===== src/rtl/pixel_raster_source_if.sv =====
// rtl/pixel_raster_source_if.sv - upstream sample stream and pixel bus interfaces
interface pixel_stream_if #(
  parameter int PW = 8
);
  logic [PW-1:0] in_pixel;
  logic          in_valid;
  logic          in_ready;

  modport master (output in_pixel, output in_valid, input in_ready);
  modport slave  (input in_pixel, input in_valid, output in_ready);
endinterface

interface pixel_bus_if #(
  parameter int PW = 8
);
  logic [PW-1:0] pixel;
  logic          valid;
  logic [15:0]   row;
  logic [15:0]   col;
  logic          frame_start;

  modport master (output pixel, output valid, output row, output col, output frame_start);
  modport slave  (input pixel, input valid, input row, input col, input frame_start);
endinterface


===== src/rtl/pixel_raster_source.sv =====
// rtl/pixel_raster_source.sv - FIFO-buffered raster pixel bus producer with blanking
module pixel_raster_source #(
  parameter int FP_M       = 8,
  parameter int FP_N       = 0,
  parameter int FP_S       = 0,
  parameter int WIDTH      = 640,
  parameter int HEIGHT     = 480,
  parameter int H_BLANK    = 16,
  parameter int V_BLANK    = 4,
  parameter int FIFO_DEPTH = 16
) (
  input  logic           clk,
  input  logic           rst_n,
  input  logic           enable,
  pixel_stream_if.slave  up,
  pixel_bus_if.master    bus,
  output logic           busy
);
  localparam int PW = FP_M + FP_N + FP_S;
  localparam int AW = $clog2(FIFO_DEPTH);
  localparam logic [15:0] COL_LAST = 16'(WIDTH - 1);
  localparam logic [15:0] ROW_LAST = 16'(HEIGHT - 1);
  localparam logic [15:0] HB_LAST  = 16'((H_BLANK > 0) ? H_BLANK - 1 : 0);
  localparam logic [15:0] VB_LAST  = 16'((V_BLANK > 0) ? V_BLANK - 1 : 0);
  localparam logic [AW:0] FULL     = (AW + 1)'(FIFO_DEPTH);

  typedef enum logic [1:0] {IDLE, ACTIVE, HBLANK, VBLANK} state_t;

  state_t        state;
  logic [PW-1:0] mem [FIFO_DEPTH];
  logic [AW-1:0] wr_ptr;
  logic [AW-1:0] rd_ptr;
  logic [AW:0]   count;
  logic          push;
  logic          pop;
  logic [15:0]   row_cnt;
  logic [15:0]   col_cnt;
  logic [15:0]   blank_cnt;
  logic          s1_valid;
  logic [PW-1:0] s1_data;
  logic [15:0]   s1_row;
  logic [15:0]   s1_col;

  assign up.in_ready = (count != FULL);
  assign push        = up.in_valid && up.in_ready;
  assign pop         = (state == ACTIVE) && (count != '0);

  always_ff @(posedge clk) begin
    if (push) mem[wr_ptr] <= up.in_pixel;
  end

  always_ff @(posedge clk or negedge rst_n) begin
    if (!rst_n) begin
      wr_ptr <= '0;
      rd_ptr <= '0;
      count  <= '0;
    end else begin
      if (push) wr_ptr <= wr_ptr + 1'b1;
      if (pop)  rd_ptr <= rd_ptr + 1'b1;
      case ({push, pop})
        2'b10:   count <= count + 1'b1;
        2'b01:   count <= count - 1'b1;
        default: count <= count;
      endcase
    end
  end

  // Popped samples land in s1 with their coordinates; the bus registers follow one cycle later.
  always_ff @(posedge clk or negedge rst_n) begin
    if (!rst_n) begin
      state     <= IDLE;
      busy      <= 1'b0;
      row_cnt   <= '0;
      col_cnt   <= '0;
      blank_cnt <= '0;
      s1_valid  <= 1'b0;
      s1_data   <= '0;
      s1_row    <= '0;
      s1_col    <= '0;
    end else begin
      s1_valid <= 1'b0;
      case (state)
        IDLE: begin
          if (enable) begin
            state   <= ACTIVE;
            busy    <= 1'b1;
            row_cnt <= '0;
            col_cnt <= '0;
          end
        end
        ACTIVE: begin
          if (pop) begin
            s1_valid <= 1'b1;
            s1_data  <= mem[rd_ptr];
            s1_row   <= row_cnt;
            s1_col   <= col_cnt;
            if (col_cnt != COL_LAST) begin
              col_cnt <= col_cnt + 1'b1;
            end else begin
              col_cnt   <= '0;
              blank_cnt <= '0;
              if (row_cnt != ROW_LAST) begin
                row_cnt <= row_cnt + 1'b1;
                if (H_BLANK != 0) state <= HBLANK;
              end else begin
                row_cnt <= '0;
                if (V_BLANK != 0) begin
                  state <= VBLANK;
                end else if (!enable) begin
                  state <= IDLE;
                  busy  <= 1'b0;
                end
              end
            end
          end
        end
        HBLANK: begin
          if (blank_cnt == HB_LAST) state <= ACTIVE;
          else blank_cnt <= blank_cnt + 1'b1;
        end
        VBLANK: begin
          if (blank_cnt == VB_LAST) begin
            if (enable) begin
              state <= ACTIVE;
            end else begin
              state <= IDLE;
              busy  <= 1'b0;
            end
          end else begin
            blank_cnt <= blank_cnt + 1'b1;
          end
        end
        default: begin
          state <= IDLE;
          busy  <= 1'b0;
        end
      endcase
    end
  end

  always_ff @(posedge clk or negedge rst_n) begin
    if (!rst_n) begin
      bus.pixel       <= '0;
      bus.valid       <= 1'b0;
      bus.row         <= '0;
      bus.col         <= '0;
      bus.frame_start <= 1'b0;
    end else begin
      bus.valid       <= s1_valid;
      bus.frame_start <= s1_valid && (s1_row == '0) && (s1_col == '0);
      if (s1_valid) begin
        bus.pixel <= s1_data;
        bus.row   <= s1_row;
        bus.col   <= s1_col;
      end
    end
  end
endmodule

===== src/flat_wrapper.sv =====
// flat-port wrapper written by rule: the top's interface ports become plain ports
module pixel_raster_source_flat 
#(
  parameter int FP_M       = 8,
  parameter int FP_N       = 0,
  parameter int FP_S       = 0,
  parameter int WIDTH      = 640,
  parameter int HEIGHT     = 480,
  parameter int H_BLANK    = 16,
  parameter int V_BLANK    = 4,
  parameter int FIFO_DEPTH = 16
)
  (clk, rst_n, enable, busy, up_in_pixel, up_in_valid, up_in_ready, bus_pixel, bus_valid, bus_row, bus_col, bus_frame_start);
  pixel_stream_if up_i ();
  pixel_bus_if bus_i ();
  input  logic clk;
  input  logic rst_n;
  input  logic enable;
  output logic busy;
  input wire logic [$bits(up_i.in_pixel)-1:0] up_in_pixel;
  input wire logic [$bits(up_i.in_valid)-1:0] up_in_valid;
  output wire logic [$bits(up_i.in_ready)-1:0] up_in_ready;
  output wire logic [$bits(bus_i.pixel)-1:0] bus_pixel;
  output wire logic [$bits(bus_i.valid)-1:0] bus_valid;
  output wire logic [$bits(bus_i.row)-1:0] bus_row;
  output wire logic [$bits(bus_i.col)-1:0] bus_col;
  output wire logic [$bits(bus_i.frame_start)-1:0] bus_frame_start;
  assign up_i.in_pixel = up_in_pixel;
  assign up_i.in_valid = up_in_valid;
  assign up_in_ready = up_i.in_ready;
  assign bus_pixel = bus_i.pixel;
  assign bus_valid = bus_i.valid;
  assign bus_row = bus_i.row;
  assign bus_col = bus_i.col;
  assign bus_frame_start = bus_i.frame_start;
  pixel_raster_source #(.FP_M(FP_M), .FP_N(FP_N), .FP_S(FP_S), .WIDTH(WIDTH), .HEIGHT(HEIGHT), .H_BLANK(H_BLANK), .V_BLANK(V_BLANK), .FIFO_DEPTH(FIFO_DEPTH)) u_core (.clk(clk), .rst_n(rst_n), .enable(enable), .up(up_i), .bus(bus_i), .busy(busy));
endmodule

===== config.mk =====
export PLATFORM = sky130hd
export DESIGN_NAME = pixel_raster_source_flat
export DESIGN_NICKNAME = d
export VERILOG_FILES = /design/src/rtl/pixel_raster_source_if.sv /design/src/rtl/pixel_raster_source.sv /design/src/flat_wrapper.sv
export SDC_FILE = /design/constraint.sdc
export NUM_CORES = 1
export LEC_CHECK = 0
export CAP_MARGIN = 20
export CORE_MARGIN = 3
export CORE_UTILIZATION = 35
export DETAILED_ROUTE_END_ITERATION = 8
export HOLD_SLACK_MARGIN = 0.08
export PLACE_DENSITY = 0.5
export RECOVER_POWER = 100
export SLEW_MARGIN = 10
export SYNTH_ARGS = -nofsm -noshare
export SYNTH_HDL_FRONTEND = slang
export SYNTH_SLANG_ARGS = --single-unit

===== constraint.sdc =====
create_clock -name clk -period 2.9 [get_ports clk]
set_input_delay 0.58 -clock clk [delete_from_list [all_inputs] [get_ports clk]]
set_output_delay 0.58 -clock clk [all_outputs]
set_load 0.02 [all_outputs]

Word-level counts from Yosys, hierarchy flattened
Memories as Yosys holds them, arrays and structs flattened. A register that Yosys moved wholly into a read port is not among the register bits. Cells that the tools add are included.

$add $sub $neg: 7. Reductions and logical operators: 19. Muxes and demuxes: 30. Equal/unequal tests: 18.

Operators with widths (number): 2-to-1 mux 16 bit (10); case mux 16 bit (2 select lines) (2); adder 16 x 1 -> 16 bit, second input constant (3); case mux 16 bit (3 select lines) (1); zero test 16 bit (2); equality test 16 x 2 -> 1 bit, second input constant (1); equality test 16 x 4 -> 1 bit, second input constant (1); != test 16 x 10 -> 1 bit, second input constant (1); != test 16 x 9 -> 1 bit, second input constant (1); 2-to-1 mux 2 bit (5); != test 2 bit, second input constant (5); case mux 5 bit (2 select lines) (1); AND reduction 5 bit (2); 2-to-1 mux 1 bit (9); adder 4 x 1 -> 4 bit, second input constant (2); case mux 2 bit (4 select lines) (1); AND reduction 4 bit (2); equality test 2 bit, second input constant (3); != test 2 x 1 -> 1 bit, second input constant (3); nonzero test 2 bit (3); adder 5 x 1 -> 5 bit, second input constant (1); != test 5 bit, second input constant (1); nonzero test 5 bit (1); subtractor 5 x 1 -> 5 bit, second input constant (1); 8 further kinds (12).

Memories kept: 1. Input port bits: 12. Register bits after elaboration: 139. Bits in writable memories: 128.

Memories: u_core.mem (words 16, bits a word 8, read ports 1, clocked after memory_dff 1, wr ports 1, RTL line pixel_raster_source.sv:30) `logic [PW-1:0] mem [FIFO_DEPTH];`.

Longest topological paths before layout
Depth in word-level cells: 5. Depth in mapped cells: 15. Gate-level depth less buffers: 12.

Least setup slack after synthesis
No wires, ideal clock.

Path kind: reg-to-reg. Start: register u_core.count[2]. End: register u_core.count[4]. Path buffers: 3. Data required time: 2777 ps. Cell stages (with the launch flop): 16. Library setup time: 123 ps. Data arrival time: 2903 ps. Setup slack: -126 ps. Cells stage by stage: dfrtp_1 clkbuf_2 nor4_1 nand2_1 and2_1 clkbuf_1 inv_1 ha_1 clkbuf_1 xor2_1 ha_1 nor2b_1 o21ai_0 a31oi_1 nor2_1 xnor2_1.

Word-level cells in the longest chain between the ends: 4. Elaborated cells between the ends (all ways): 10. Those cells by class: add/sub: 2; eq/ne: 3; mux: 1; reduce/logical: 4.

RTL lines: from (decl) (RTL line pixel_raster_source.sv:33) `logic [AW:0] count;`; from (signal assigned) (RTL line pixel_raster_source.sv:61) `2'b10: count <= count + 1'b1;`; from (signal assigned) (RTL line pixel_raster_source.sv:62) `2'b01: count <= count - 1'b1;`; from (signal assigned) (RTL line pixel_raster_source.sv:63) `default: count <= count;`; != test 5 bit (*) (RTL line pixel_raster_source.sv:44) `assign up.in_ready = (count != FULL);`; net up_in_ready (RTL line flat_wrapper.sv:22) `output wire logic [$bits(up_i.in_ready)-1:0] up_in_ready;`; logical AND 1 bit (*) (RTL line pixel_raster_source.sv:45) `assign push = up.in_valid && up.in_ready;`; equality test 2 x 1 -> 1 bit / equality test 2 bit (equally long branches) (RTL line pixel_raster_source.sv:60) `case ({push, pop})`; case mux 5 bit (2 select lines) / nonzero test 2 bit (equally long branches).

The timed path passes the listed nets; every way through them passes the cells marked *. A chain may end at the register's enable or synchronous reset.

Worst setup path after layout
Start: register u_core.count[2]. End: output port up_in_ready.

Word-level cells in the longest chain between the ends: 1.

RTL lines (RTL line): != test 5 bit (pixel_raster_source.sv:44); to (decl) (flat_wrapper.sv:22).

Every way passes these cells.

==> impl_metrics.yaml <==
run_status:
  status: "finished, final reports clean"
yosys:
  seq_area_frac_synth_pct: 63.86
  synthFlopType: "dfrtp_1"
  synth-compound-area-share_pct: 6.469
  syn_area_per_cell_um2: 13.35
  ys_ff_latch: 275
  synth.area.top_cells: "edfxtp_1 (33%), dfrtp_1 (31%), mux4_2 (6.1%)"
  netlist_area_um2: 11780
  yosys_warnings: 0
  synth_fp_nets: 906
  synth_adder_area_share_pct: 1.275
  synth_edf_count: 128
  synth_cell_types: 64
  synth_cells: 882
  synth_top_family_by_area: "simple AND/OR/NAND/NOR gates"
  synthXorXnorAreaFrac_pct: 2.008
  synth_top_area_share_pct: 32.63
  async_flop_share_pct: 53.45
  synth-simple-area-share_pct: 12.80
  synth.area.mux_share_pct: 11.23
  synth_largest_area_cell: "edfxtp_1"
detailed_routing:
  antenna_left: 0
  drt-total-wl_mm: 25.67
  dr_total_vias: 7170
  drt_iter0_markers: 336
  highest_layer: "met4"
  wl_met3_um: 876
  dr.pass1.iters: 6
  wl_met2_mm: 11.59
  drc: 0
  met1_length_mm: 12.81
  avgRoutedWirePerCell_um: 17.95
  vias_per_cell: 5.014
power:
  p_leak_nw: 5.448
  power_density_nw_per_um2: 856.4
  ir_worst_vdd_mv: 0.4796
  power_mw: 11.87
setup_path:
  end_kind: "primary output"
  critPathMaxFanout: 7
  worstSetupStartpointType: "flop"
  crit_type: "reg2out"
  crit_required_ps: 2320
  arrival_ps: 2160
global_route:
  grt_first_pass_wirelength_mm: 41.89
  grt_use_total_pct: 14.47
  grt_max_degree: 59
  grt_pass1_vias: 7148
  overflow: 0
  antenna_found_initial: 0
cells_and_area:
  final_common_cell: "dfrtp_1"
  nets: 989
  area_growth_syn_to_layout_pct: 17.68
  num_antenna_cells: 0
  fin_util_pct: 42.17
  fill_cells: 3108
  final_cell_mix: "dfrtp_1 (146), edfxtp_1 (128), nand2_1 (126), dlygate4sd3_1 (52), nor2_1 (47)"
  layoutNonFillerInstCount: 1430
  layout-drive-gt1-share_pct: 15.38
place:
  portBuffers: 55
  hpwl_mm: 16.86
  place_congestion: 0.7484
  placed_cells: 1374
cts:
  htree_levels: 1
  cts.sinks: 275
  clkLatencyLatePin_ps: 560
  cts_buffers: 30
  tritoncts: "yes"
  cts_buffer_depth: 3
  cts-root-buf: "clkbuf_16"
  path_clk_slew_ps: 60
floorplanning:
  initial_core_util_pct: 35.84
  rows: 66
  die-area_um2: 35890
  chipWidth_um: 189.5
  die-height_um: 189.5
  core_um2: 32870
  ioPinCount: 56
timing:
  period_needed_ps: 2742
  fmax_mhz: 364.6
  setup_viol: 0
  slew_violations: 0
  fin_crit_sh_pct: 94.56
  fin_worst_skew_ps: 10.83
  hold_viol_final: 0
  hold_ws_ps: 495.5
  fin_setup_tns_ps: 0
  rsz0062_at_grt: "no"
  tightest_slew_ps: 1443
  relSlewSlack_pct: 3.781
min_path:
  hold_class: "reg2reg"
flow_run:
  drv_cap: 0
==> cell usage after synthesis, types with 2 or more instances <==
master and count:
buf_1 12, ha_1 12, nor4_1 14, and4_1 6, nor2_1 47, buf_2 7, a2111oi_0 8, nor3_1 22
or4_1 2, o211ai_1 3, o21ai_0 35, o31ai_1 7, a311oi_1 10, nand2b_1 7, a21oi_1 11, o41ai_1 3
a32o_1 2, nor4b_1 2, inv_1 15, mux2_2 41, nand3_1 27, or3_2 2, edfxtp_1 128, nand4_1 17
and2_1 3, xnor2_1 15, a31oi_1 2, clkbuf_1 26, nor2b_1 10, and3_1 10, or4_4 2, nand2_1 126
clkbuf_8 2, mux2i_1 14, xor2_1 12, dfrtp_1 147, a22o_1 13, nor3b_1 2, or2_2 2, mux4_2 32
==> cell families after synthesis <==
kind of cell | Yosys count
simple gates | 309
mux | 87
compound gates | 108
flops | 275
fa+ha+maj | 12
xor+xnor | 27
buf+inv | 64
==> power by group <==
| group | leakage (nW) | internal [mW] | switching, mW |
|---|---|---|---|
| clock | 0.462 | 2.11 | 1.52 |
| sequential | 3.03 | 4.73 | 0.603 |
| combinational | 1.96 | 1.42 | 1.49 |
| total | 5.45 | 8.26 | 3.61 |
==> registers in the layout, indices dropped and copies added, names as in the netlist, 2 cells and up <==
signal and cells:
u_core.col_cnt 16, u_core.count 5, u_core.row_cnt 16, u_core.bus.pixel 8, u_core.wr_ptr 4, u_core.s1_data 8, u_core.s1_row 16, u_core.blank_cnt 16
u_core.bus.row 16, u_core.s1_col 16, u_core.mem 128, u_core.rd_ptr 4, u_core.state 2, u_core.bus.col 16
==> metrics by stage <==
stage / worst slack, ps / area, µm²
6_report: 157.6 / 13860
3_5_place_dp: 187.0 / 13050
4_1_cts: 40.22 / 14000
3_3_place_gp: 198.3 / 13050
2_1_floorplan: 44.28 / 11790
5_1_grt: 22.71 / 13860
==> layer usage <==
metal	up-vias	track usage [%]
li1	3450	-
met1	3586	22.17
met2	101	22.00
met3	33	2.037
met4	0	3.099
met5	-	0
==> cell type report <==
type	count	area, µm²	area share, %
clock buffer	41	802.0	5.786
clock inverter	14	140.1	1.011
inverter	15	56.30	0.4062
multi-input combinational	543	3965	28.61
sequential	275	7523	54.28
tap	442	553.0	3.990
timing repair buffer	100	820.8	5.922
==> final timing paths <==
check                           slack [ps]        startpoint  cells after the start                  end
worst max-delay path                   160   u_core.count[2]                      3          up_in_ready
worst min-delay path                   500  u_core.s1_col[0]                      2     u_core.s1_col[0]
worst min register to register         500  u_core.s1_col[0]                      2     u_core.s1_col[0]
min in group asynchronous              900             rst_n                      2  u_core.bus.pixel[6]
worst max register to register         260   u_core.count[2]                     12      u_core.count[4]
max in group asynchronous              550             rst_n                      3  u_core.blank_cnt[7]
==> critical path, cell delays in order, from the launching register on <==
cell and delay [ps]:
dfrtp_1 470, nor4_4 390, nand2_1 140, clkdlybuf4s50_1 600
==> timing repair <==
| item | in CTS | in global routing |
|---|---|---|
| setup buffers | 0 | 0 |
| resized for setup | 0 | 1 |
| endpoints found under the hold margin | 54 | 0 |
| hold buffers | 1 | 0 |
| endpoints found under the setup margin | 0 | 1 |
(Power assumes the default switching activity.)
